**src/rtl/mem_bus_arbiter.sv**
```systemverilog
// Arbitrates the CPU fetch and data ports onto one Avalon-style memory bus.
// Optional waitrequest watchdog is enabled by defining ARB_TIMEOUT_EN.
module mem_bus_arbiter #(
  parameter int unsigned MAX_DATA_BURST = 4,
  parameter int unsigned TIMEOUT_CYCLES = 255
) (
  input  logic        clk,
  input  logic        reset,
  input  logic        instr_req,
  input  logic [31:0] instr_addr,
  output logic        instr_ready,
  output logic [31:0] instr_rdata,
  input  logic        data_read,
  input  logic        data_write,
  input  logic [31:0] data_addr,
  input  logic [31:0] data_wdata,
  input  logic [3:0]  data_byteenable,
  output logic        data_ready,
  output logic [31:0] data_rdata,
  output logic [31:0] bus_address,
  output logic        bus_read,
  output logic        bus_write,
  output logic [31:0] bus_writedata,
  output logic [3:0]  bus_byteenable,
  input  logic        bus_waitrequest,
  input  logic [31:0] bus_readdata,
  output logic        bus_error
);

  typedef enum logic [1:0] {IDLE, IFETCH, DACCESS} state_e;

  localparam int unsigned          BURST_W   = $clog2(MAX_DATA_BURST + 1);
  localparam logic [BURST_W-1:0]   BURST_MAX = BURST_W'(MAX_DATA_BURST);

  state_e               state_q, state_d;
  logic [BURST_W-1:0]   burst_cnt_q, burst_cnt_d;
  logic [31:0]          addr_d, wdata_d, rsp_data;
  logic [3:0]           be_d;
  logic                 read_d, write_d;
  logic                 data_req, xfer_done, timed_out, finish;

  assign data_req  = data_read | data_write;
  // Readies are suppressed during reset so an aborted transfer never completes.
  assign xfer_done = (state_q != IDLE) && !bus_waitrequest && !reset;
  assign finish    = xfer_done | timed_out;
  assign rsp_data  = timed_out ? 32'hDEADBEEF : bus_readdata;

`ifdef ARB_TIMEOUT_EN
  localparam int unsigned        WAIT_W   = $clog2(TIMEOUT_CYCLES + 1);
  localparam logic [WAIT_W-1:0]  WAIT_MAX = WAIT_W'(TIMEOUT_CYCLES);

  logic [WAIT_W-1:0] wait_cnt_q, wait_cnt_d;
  logic              error_q;

  assign timed_out = (state_q != IDLE) && bus_waitrequest && !reset &&
                     (wait_cnt_q == WAIT_MAX);

  // Counter is held at zero while idle, so every grant starts a fresh count.
  always_comb begin
    wait_cnt_d = wait_cnt_q;
    if (state_q == IDLE)
      wait_cnt_d = '0;
    else if (bus_waitrequest && !timed_out)
      wait_cnt_d = wait_cnt_q + 1'b1;
  end

  always_ff @(posedge clk) begin
    if (reset) begin
      wait_cnt_q <= '0;
      error_q    <= 1'b0;
    end else begin
      wait_cnt_q <= wait_cnt_d;
      if (timed_out) error_q <= 1'b1;
    end
  end

  assign bus_error = error_q;
`else
  localparam int unsigned unused_timeout = TIMEOUT_CYCLES;

  assign timed_out = 1'b0;
  assign bus_error = 1'b0;
`endif

  always_comb begin
    // NOTE: every combinational output gets a default first so no path infers a latch.
    state_d     = state_q;
    burst_cnt_d = burst_cnt_q;
    addr_d      = bus_address;
    read_d      = bus_read;
    write_d     = bus_write;
    wdata_d     = bus_writedata;
    be_d        = bus_byteenable;
    instr_ready = 1'b0;
    instr_rdata = 32'h0;
    data_ready  = 1'b0;
    data_rdata  = 32'h0;

    case (state_q)
      IDLE: begin
        // Data wins unless it has already used its burst allowance over a waiting fetch.
        if (data_req && (!instr_req || burst_cnt_q < BURST_MAX)) begin
          state_d = DACCESS;
          addr_d  = data_addr;
          read_d  = data_read & ~data_write;
          write_d = data_write;
          wdata_d = data_wdata;
          be_d    = data_byteenable;
        end else if (instr_req) begin
          state_d = IFETCH;
          addr_d  = instr_addr;
          read_d  = 1'b1;
          write_d = 1'b0;
          be_d    = 4'b1111;
        end
      end

      IFETCH: begin
        if (finish) begin
          instr_ready = 1'b1;
          instr_rdata = rsp_data;
          state_d     = IDLE;
          read_d      = 1'b0;
          write_d     = 1'b0;
          burst_cnt_d = '0;
        end
      end

      DACCESS: begin
        if (finish) begin
          data_ready = 1'b1;
          data_rdata = rsp_data;
          state_d    = IDLE;
          read_d     = 1'b0;
          write_d    = 1'b0;
          if (!instr_req)
            burst_cnt_d = '0;
          else if (burst_cnt_q < BURST_MAX)
            burst_cnt_d = burst_cnt_q + 1'b1;
        end
      end

      default: state_d = IDLE;
    endcase
  end

  always_ff @(posedge clk) begin
    // NOTE: registers update with non-blocking assignments so all of them sample pre-edge values.
    if (reset) begin
      state_q        <= IDLE;
      burst_cnt_q    <= '0;
      bus_address    <= 32'h0;
      bus_read       <= 1'b0;
      bus_write      <= 1'b0;
      bus_writedata  <= 32'h0;
      bus_byteenable <= 4'b1111;
    end else begin
      state_q        <= state_d;
      burst_cnt_q    <= burst_cnt_d;
      bus_address    <= addr_d;
      bus_read       <= read_d;
      bus_write      <= write_d;
      bus_writedata  <= wdata_d;
      bus_byteenable <= be_d;
    end
  end

endmodule

```
**config.mk**
```make
export PLATFORM = sky130hd
export DESIGN_NAME = mem_bus_arbiter
export DESIGN_NICKNAME = d
export VERILOG_FILES = /design/src/rtl/mem_bus_arbiter.sv
export SDC_FILE = /design/constraint.sdc
export NUM_CORES = 1
export LEC_CHECK = 0
export ABC_AREA = 1
export CORE_AREA = 2 2 107 109
export CTS_CLUSTER_DIAMETER = 200
export CTS_CLUSTER_SIZE = 40
export DETAILED_ROUTE_END_ITERATION = 7
export DIE_AREA = 0 0 109 111
export PLACE_DENSITY = 0.86
export SYNTH_ARGS = -nofsm -noshare
export SYNTH_HDL_FRONTEND = slang
export SYNTH_SLANG_ARGS = --single-unit
```
**constraint.sdc**
```tcl
create_clock -name clk -period 2 [get_ports clk]
set_input_delay 0.4 -clock clk [delete_from_list [all_inputs] [get_ports clk]]
set_output_delay 0.4 -clock clk [all_outputs]
set_load 0.02 [all_outputs]
```
==> flow_metrics.tcl, run 1 <==
set metrics [dict create \
    n_fill_cell 847 \
    ys_seq_area_share_pct 40.4 \
    num_antenna_cells 0 \
    synth_area_leader_cell "dfxtp_1" \
    grt_max_degree 69 \
    synth_top_family_by_area "simple AND/OR/NAND/NOR gates" \
    slowest_stage "dfxtp_2" \
    failed_checks "negative setup slack" \
    synth.most_common_cell "nand2_1" \
    rsz0062_at_grt "yes" \
    routedWlPerCell_um 15.6 \
    max-clock-path-buffers 2 \
    io-pin-count 275 \
    fin_crit_ns 2.21 \
    syn_to_final_growth_pct 113 \
    via_per_inst 4.69 \
    cts_buffers 9 \
    grt_antenna_before_repair 0 \
    synth_compound_area_share_pct 14.9 \
    cts_tree "done" \
    hold_class "flop to flop" \
    maxCapViolations 0 \
    cp-start-kind "flop" \
    htreeDepth 3 \
    dp.final_hpwl_um 10600 \
    fin_nets 1016 \
    yosys.area_share.xor_xnor_pct 0 \
    drt_iter0_drc 232 \
    synthAdderAreaFrac_pct 1.68 \
    max_stage_delay_ns 0.33 \
    fp.coreArea_sq_um 11100 \
    finalCritPeriodShare_pct 110 \
    timing.fmax_mhz 453 \
    dieWidth_um 109 \
    ys_top_cells_by_count "138 x nand2_1, 88 x inv_1, 75 x dfxtp_1" \
    drive_gt1_share_pct 24.1 \
    status "complete, but fails checks" \
    avgSynthCellArea_sq_um 6.43 \
    cp_max_fo 4 \
    synth_edf_count 0 \
    muxShareOfSynthArea_pct 0 \
    track_usage_pct 23.5 \
    grt_pass1_wl_um 22200 \
    async_flop_share_pct 0 \
    finalWirelength_um 15900 \
    ir_drop_uv 508 \
    syn-cell-area_sq_um 3710 \
    cp_cell_sequence "inv_2 > ha_4 > nor2_4 > nand3_4 > clkbuf_16 > buf_6 > buf_8 > nor2_1 > buf_4" \
    final_core_util_pct 71.5 \
    gp_congestion 0.917 \
    ys_warn_count 0 \
    leakagePower_nw 3.47 \
    start_util_pct 33.5 \
    cp.required_ns 1.60 \
    yosysTopAreaCellShare_pct 40.4 \
    cts_root_buf "clkbuf_16" \
    clock_sinks 75 \
    fin_ws_ns -0.209 \
    die_height_um 111 \
    synth_cell_type_count 21 \
    die_area_sq_um 12100 \
    skew_ns 0.00583 \
    syn_inst 578 \
    total_power_w 0.00571 \
    num_rows 39 \
    path_clk_slew_ns 0.06 \
    cts_hold_buffers 0 \
    crit_path_end_kind "primary output" \
    grt_overflow 0 \
    clock_latency_ns 0.33 \
    crit_type "flop to primary output" \
    drv_slew 0 \
    crit_arrival_ns 1.81 \
    synthTopCellsByArea "dfxtp_1 40%, nand2_1 14%, a21oi_1 9.3%" \
    ys.flop_type "dfxtp_1" \
    vias 4788 \
    postRouteAntennaNets 0 \
    grt_pass1_vias 4380 \
    hold_viol 0 \
    synth_nets 721 \
    synthSimpleGateAreaFrac_pct 29.1 \
    drt-pass1-iter-count 5 \
    drc 0 \
    setup_viol 65 \
    port_buffers 273 \
    ys_ff_latch 75 \
    powerDensity_nw_per_um2 721 \
]
==> final cells by class <==
cell class	count	area [sq um]	area share [%]
Sequential cell	75	1500	19.0
Tap cell	143	179	2.26
Clock buffer	10	239	3.02
Inverter	90	345	4.36
Timing Repair Buffer	322	3410	43.1
Clock inverter	6	71.3	0.901
Multi-Input combinational cell	375	2170	27.4
==> placed cells by master, fill, tap and decap left out <==
cell type          n
inv_1             83
nor2_1             8
nand4_1            1
inv_6              2
conb_1             1
nand3b_1           6
inv_2              5
dfxtp_2            2
dlygate4sd2_1      1
a21oi_1           69
clkinvlp_4         2
inv_4              1
clkbuf_16         14
nand2_2            3
clkdlybuf4s50_1  206
nor2_2            10
nand3_1           38
bufinv_16          1
buf_6             66
dfxtp_1           73
o21ai_0           34
nand3_2            1
clkinv_4           2
buf_4             32
o22ai_1            4
nor2_4            53
ha_1               3
nand3_4            2
clkbuf_8           1
buf_12             8
buf_8              3
nand2_1          138
buf_16             1
ha_4               2
a21boi_4           1
nor3_1             1
==> timing repair <==
action,in CTS,in global routing
resized for setup,383,135
cloned,1,5
pin swaps,5,4
endpoints found under the setup margin,66,66
setup buffers,15,2
==> metrics by stage <==
| stage | hold slack, ns | cells | TNS, ns | area, sq um | setup WS, ns |
|---|---|---|---|---|---|
| 4_1_cts | 0.443 | 1015 | -5.52 | 7300 | -0.140 |
| 6_report | 0.441 | 1021 | -6.36 | 7920 | -0.209 |
| 2_1_floorplan | 0.457 | 578 | 0 | 3710 | 0.116 |
| 3_3_place_gp | 0.429 | 983 | -23.37 | 6710 | -0.389 |
| 5_1_grt | 0.463 | 1021 | -11.43 | 7920 | -0.270 |
| 3_5_place_dp | 0.433 | 983 | -25.28 | 6710 | -0.454 |
==> path summary, 6_finish.rpt <==
path | startpoint | to | slack, ns | cells past startpoint
worst min register to register | bus_writedata[28] | bus_writedata[28] | 0.44 | 2
worst min-delay path | bus_writedata[28] | bus_writedata[28] | 0.44 | 2
worst max register to register | state_q[0] | bus_address[12] | 0.29 | 9
worst max-delay path | state_q[0] | instr_rdata[10] | -0.21 | 9
==> per-layer routing <==
| metal | track usage [%] | wire (um) | up-vias |
|---|---|---|---|
| met1 | 25.3 | 5800 | 2159 |
| met4 | 9.49 | 660 | 0 |
| met3 | 6.88 | 1350 | 48 |
| met2 | 42.2 | 8100 | 199 |
| met5 | 0 | 0 | - |
| li1 | - | - | 2382 |
==> sequential cells by signal (all words and copies together), names as in the netlist <==
signal / flops
bus_byteenable: 4
bus_read: 1
bus_address: 32
bus_writedata: 32
bus_write: 1
state_q: 2
burst_cnt_q: 3
==> power by group <==
part           total [W]  internal [W]  switching [W]
logic            0.00219       0.00103        0.00115
registers        0.00186       0.00174       0.000118
clock network    0.00167       0.00101       0.000658
==> worst max-delay path, delay by kind of cell (launching register included) <==
family / cells / cell delay [ns]
buffers and inverters: 5 / 0.63
and+or+nand+nor: 3 / 0.37
DFF: 1 / 0.33
adders and majority gates: 1 / 0.16
==> cells by family (layout without fill, tap and decap cells) <==
family / after synthesis / count (layout)
adders and majority gates: 5 / 5
DFF: 75 / 75
other: 1 / 1
AOI/OAI and AO/OA: 108 / 108
buffers and inverters: 128 / 428
and+or+nand+nor: 261 / 261
Note: power is estimated with default switching activity, not from simulation.
==> run 2, diff against run 1 <==
--- a/config.mk
+++ b/config.mk
@@ -11,7 +11,7 @@
 export CTS_CLUSTER_SIZE = 40
 export DETAILED_ROUTE_END_ITERATION = 7
 export DIE_AREA = 0 0 109 111
-export PLACE_DENSITY = 0.86
+export PLACE_DENSITY_LB_ADDON = 0.15
 export SYNTH_ARGS = -nofsm -noshare
 export SYNTH_HDL_FRONTEND = slang
 export SYNTH_SLANG_ARGS = --single-unit
==> run 2 against run 1 <==
Net effect: the run still ends with negative setup slack left; worst setup slack gained 0.15 ns; clock skew shrank 0.0017 ns; sequential power is essentially flat; worst hold slack lost 0.00078 ns; critical path depth shrank 1; count of clock-buffer cells in the layout shrank 1; die area is the same; combinational power is essentially flat; cell count shrank 1.7%; register-to-register slack lost 0.18 ns; largest cell class unchanged.
==> flow_metrics.tcl, run 2 (synthesis gave the netlist of run 1 again) <==
set metrics [dict create \
    status "complete, but fails checks" \
    failed_checks "negative setup slack" \
    p_int_w 0.00387 \
    routedWlPerCell_um 14.3 \
    via_per_inst 4.63 \
    die_height_um 111 \
    htreeDepth 3 \
    cts_hold_buffers 0 \
    timing.fmax_mhz 485 \
    num_rows 39 \
    finalWirelength_um 14400 \
    drt-pass1-iter-count 4 \
    drc 0 \
    drt_iter0_drc 206 \
    grt_antenna_before_repair 0 \
    final_common_cell "clkdlybuf4s50_1" \
    syn_to_final_growth_pct 97.0 \
    crit_arrival_ns 1.66 \
    clock_sinks 75 \
    switching_share_pct 32.4 \
    dieWidth_um 109 \
    grt_pass1_vias 4509 \
    postRouteAntennaNets 0 \
    fin_crit_ns 2.06 \
    hold_viol 0 \
    finalCritPeriodShare_pct 103 \
    crit_type "flop to primary output" \
    port_buffers 273 \
    drv_slew 0 \
    n_fill_cell 965 \
    powerDensity_nw_per_um2 784 \
    leakagePower_nw 3.35 \
    num_antenna_cells 0 \
    layout_common_cells "206 x clkdlybuf4s50_1, 135 x nand2_1, 85 x inv_1" \
    grt_max_degree 69 \
    io-pin-count 275 \
    max_stage_delay_ns 0.33 \
    grt_pass1_wl_um 21800 \
    seq_power_share_pct 32.4 \
    cp_max_fo 9 \
    total_power_w 0.00573 \
    clock_latency_ns 0.33 \
    power_frac_clock_pct 29.9 \
    ir_drop_uv 585 \
    slowest_stage "dfxtp_2" \
    reg.largest.list "bus_address: 32 flops, bus_writedata: 32 flops, bus_byteenable: 4 flops" \
    path_clk_slew_ns 0.06 \
    maxCapViolations 0 \
    vias 4644 \
    cp_cell_sequence "inv_2 > ha_4 > nor2_4 > nand3_4 > buf_12 > nor2_4 > buf_6 > buf_12" \
    cp_num_buf_inv 4 \
    crit_family "buffers and inverters" \
    cts_buffers 9 \
    gp_congestion 0.863 \
    dp.final_hpwl_um 10500 \
    grt_overflow 0 \
    setup_tns_ns -0.831 \
    cp-start-kind "flop" \
    skew_ns 0.00416 \
    crit_path_end_kind "primary output" \
    drive_gt1_share_pct 19.2 \
    fin_ws_ns -0.0625 \
    track_usage_pct 22.9 \
    fin_nets 1000 \
    max-clock-path-buffers 2 \
    rsz0062_at_grt "yes" \
    cp.required_ns 1.60 \
    p_comb_share_pct 37.6 \
    start_util_pct 33.5 \
    die_area_sq_um 12100 \
    cts_root_buf "clkbuf_16" \
    setup_viol 43 \
    cts_tree "done" \
    hold_class "flop to flop" \
    fp.coreArea_sq_um 11100 \
    power_switching_w 0.00186 \
]
## run 2: changes by cell type in the layout (fill, tap and decap cells not counted), moves of 2 or more
| cell | previous run | this run |
|---|---|---|
| nand2_1 | 138 | 135 |
| buf_8 | 3 | 0 |
| inv_1 | 83 | 85 |
| buf_6 | 66 | 30 |
| nor2_4 | 53 | 16 |
| nor2_2 | 10 | 13 |
| buf_4 | 32 | 60 |
| nand2_4 | 0 | 2 |
| clkbuf_16 | 14 | 9 |
| nor2_1 | 8 | 42 |
## run 2: power groups by stage
stage          Combinational (W)  Sequential (W)  Clock, W
3_5_place_dp             0.00203         0.00189         0
3_3_place_gp             0.00200         0.00188         0
4_1_cts                  0.00212         0.00186   0.00175
2_1_floorplan           0.000719         0.00218         0
6_report                 0.00216         0.00186   0.00172
5_1_grt                  0.00233         0.00189   0.00182
## run 2: per-stage QoR
step                hold slack [ns]  cell area (sq um)  utilization, %  instances  setup slack (ns)
detailed placement            0.435               6720            60.6        979            -0.482
global placement              0.430               6720            60.6        979            -0.453
floorplan                     0.457               3710               -        578             0.116
global route                  0.462               7320            66.1       1004            -0.133
CTS                           0.443               7040            63.6       1005           -0.0608
finish                        0.441               7320            66.1       1004           -0.0625
## run 2: final cells by class
class	instances	area, sq um	area share, %
tap	143	179	2.45
sequential	75	1500	20.6
clock buffer	9	225	3.08
multi-input combinational	375	1930	26.3
inverter	90	338	4.62
timing repair buffer	306	3050	41.7
clock inverter	6	90.1	1.23
## run 2: tightest hold or removal path: stages, from the launching register on
cell and delay (ns):
dfxtp_1 0.31, inv_1 0.04, a21oi_1 0.05
## run 2: repair_timing
action | 4_1_cts | 5_1_grt
pin swaps | 7 | 5
cloned | 2 | 0
setup buffers | 10 | 0
endpoints found under the hold margin | 0 | 0
resized for setup | 338 | 86
setup endpoints to repair | 66 | 70
## run 2: path summary, 6_finish.rpt
path / start / to / slack, ns / depth (start not counted)
max: state_q[1] / instr_rdata[30] / -0.06 / 8
min: bus_writedata[0] / bus_writedata[0] / 0.44 / 2
max reg2reg: state_q[1] / state_q[0] / 0.11 / 15
min reg2reg: bus_writedata[0] / bus_writedata[0] / 0.44 / 2
## run 2: per-layer routing
layer / global-route usage (%) / routed length (um)
met1: 22.6 / 5110
met2: 43.6 / 7680
met3: 5.70 / 1140
met4: 10.1 / 453
met5: 0 / 0
==> run 3, diff against run 2 <==
--- a/config.mk
+++ b/config.mk
@@ -11,7 +11,9 @@
 export CTS_CLUSTER_SIZE = 40
 export DETAILED_ROUTE_END_ITERATION = 7
 export DIE_AREA = 0 0 109 111
+export MAX_ROUTING_LAYER = met4
 export PLACE_DENSITY_LB_ADDON = 0.15
+export SLEW_MARGIN = 0
 export SYNTH_ARGS = -nofsm -noshare
 export SYNTH_HDL_FRONTEND = slang
 export SYNTH_SLANG_ARGS = --single-unit
==> run 3 against run 2 <==
Net effect: the flow still finishes with violations (negative setup slack); critical path depth unchanged; clock skew is 0.00085 ns higher; cell count unchanged; cell area is the same; sequential share of layout area unchanged; count of clock-buffer cells in the layout did not move; non-clock buffer count is the same; via count rose by 0.24%; power up 0.12%; critical endpoint unchanged.
==> flow_metrics.tcl, run 3 (synthesis gave the netlist of run 1 again) <==
set metrics [dict create \
    path_clk_slew_ns 0.06 \
    vias 4655 \
    reg.largest.list "bus_address: 32 flops, bus_writedata: 32 flops, bus_byteenable: 4 flops" \
    grt_antenna_before_repair 0 \
    crit_family "buffers and inverters" \
    track_usage_pct 23.6 \
    status "complete, but fails checks" \
    via_per_inst 4.64 \
    cp_num_buf_inv 4 \
    fin_crit_ns 2.06 \
    num_antenna_cells 0 \
    maxCapViolations 0 \
    timing.fmax_mhz 485 \
    routedWlPerCell_um 14.3 \
    crit_type "flop to primary output" \
    final_core_util_pct 66.1 \
    layout_common_cells "206 x clkdlybuf4s50_1, 135 x nand2_1, 85 x inv_1" \
    drv_slew 0 \
    cp_cell_sequence "inv_2 > ha_4 > nor2_4 > nand3_4 > buf_12 > nor2_4 > buf_6 > buf_12" \
    hold_class "flop to flop" \
    finalCritPeriodShare_pct 103 \
    crit_arrival_ns 1.66 \
    port_buffers 273 \
    fp.coreArea_sq_um 11100 \
    clock_latency_ns 0.33 \
    dp.final_hpwl_um 10500 \
    clock_sinks 75 \
    syn_to_final_growth_pct 97.0 \
    grt_pass1_wl_um 21800 \
    start_util_pct 33.5 \
    cts_root_buf "clkbuf_16" \
    cp-start-kind "flop" \
    gp_congestion 0.877 \
    setup_viol 44 \
    fin_nets 1000 \
    finalWirelength_um 14400 \
    setup_tns_ns -0.856 \
    skew_ns 0.00501 \
    postRouteAntennaNets 0 \
    cp.required_ns 1.60 \
    die_height_um 111 \
    ir_drop_uv 589 \
    cts_tree "done" \
    max-clock-path-buffers 2 \
    htreeDepth 3 \
    rsz0062_at_grt "yes" \
    drc 0 \
    io-pin-count 275 \
    drive_gt1_share_pct 19.2 \
    crit_path_end_kind "primary output" \
    cp_max_fo 9 \
    final_common_cell "clkdlybuf4s50_1" \
    slowest_stage "dfxtp_2" \
    max_stage_delay_ns 0.33 \
    cts_buffers 9 \
    grt_overflow 0 \
    leakagePower_nw 3.35 \
    failed_checks "negative setup slack" \
    cts_hold_buffers 0 \
    n_fill_cell 965 \
    hold_viol 0 \
    die_area_sq_um 12100 \
    grt_max_degree 69 \
    drt_iter0_drc 233 \
    dieWidth_um 109 \
    fin_ws_ns -0.0629 \
    grt_pass1_vias 4501 \
    drt-pass1-iter-count 4 \
    powerDensity_nw_per_um2 784 \
    num_rows 39 \
]
run 3: worst register-to-register path: cells and delay by family, from the launching register on:
kind,cells,cell delay (ns)
buf+inv,8,0.91
flops,1,0.32
simple gates,5,0.32
fa+ha+maj,1,0.16
compound gates,1,0.13
run 3: final timing paths:
path / startpoint / end / slack (ns) / cells past startpoint
max: state_q[1] / instr_rdata[30] / -0.06 / 8
min: bus_writedata[12] / bus_writedata[12] / 0.44 / 2
min reg2reg: bus_writedata[12] / bus_writedata[12] / 0.44 / 2
max reg2reg: state_q[1] / state_q[0] / 0.11 / 15
run 3: metrics by stage:
step	setup WS (ns)	instance area (sq um)	instances	hold slack (ns)	total power [W]
finish	-0.0629	7320	1004	0.440	0.00574
CTS	-0.0608	7040	1005	0.443	0.00574
detailed placement	-0.482	6720	979	0.435	0.00392
global placement	-0.453	6720	979	0.430	0.00388
global route	-0.137	7320	1004	0.462	0.00605
floorplan	0.116	3710	578	0.457	0.00289
run 3: metal layers:
metal / vias up / part of all wire (%) / routed length (um) / GRT usage [%]
met1: 2109 / 36 / 5210 / 23.2
met4: 0 / 3.0 / 435 / 9.06
met3: 31 / 7.4 / 1060 / 5.88
li1: 2336 / - / - / -
met2: 179 / 53 / 7690 / 43.6
met5: - / 0 / 0 / -
run 3: power breakdown:
part | internal [W] | switching [W]
Combinational | 0.00104 | 0.00112
Sequential | 0.00174 | 0.000119
Clock | 0.00109 | 0.000631
run 3: area by class of cell:
class                   instances  area (sq um)  share of cell area [%]
repair buffers                306          3050                    41.7
inverters                      90           338                    4.62
multi-input cells             375          1930                    26.3
flip-flops and latches         75          1500                    20.6
clock buffers                   9           225                    3.08
well taps                     143           179                    2.45
clock inverters                 6          90.1                    1.23
run 3: timing repair:
item / 4_1_cts / 5_1_grt
setup buffers: 10 / 0
resized for setup: 338 / 86
gates cloned: 2 / 0
setup endpoints to repair: 66 / 70
pin swaps: 7 / 5
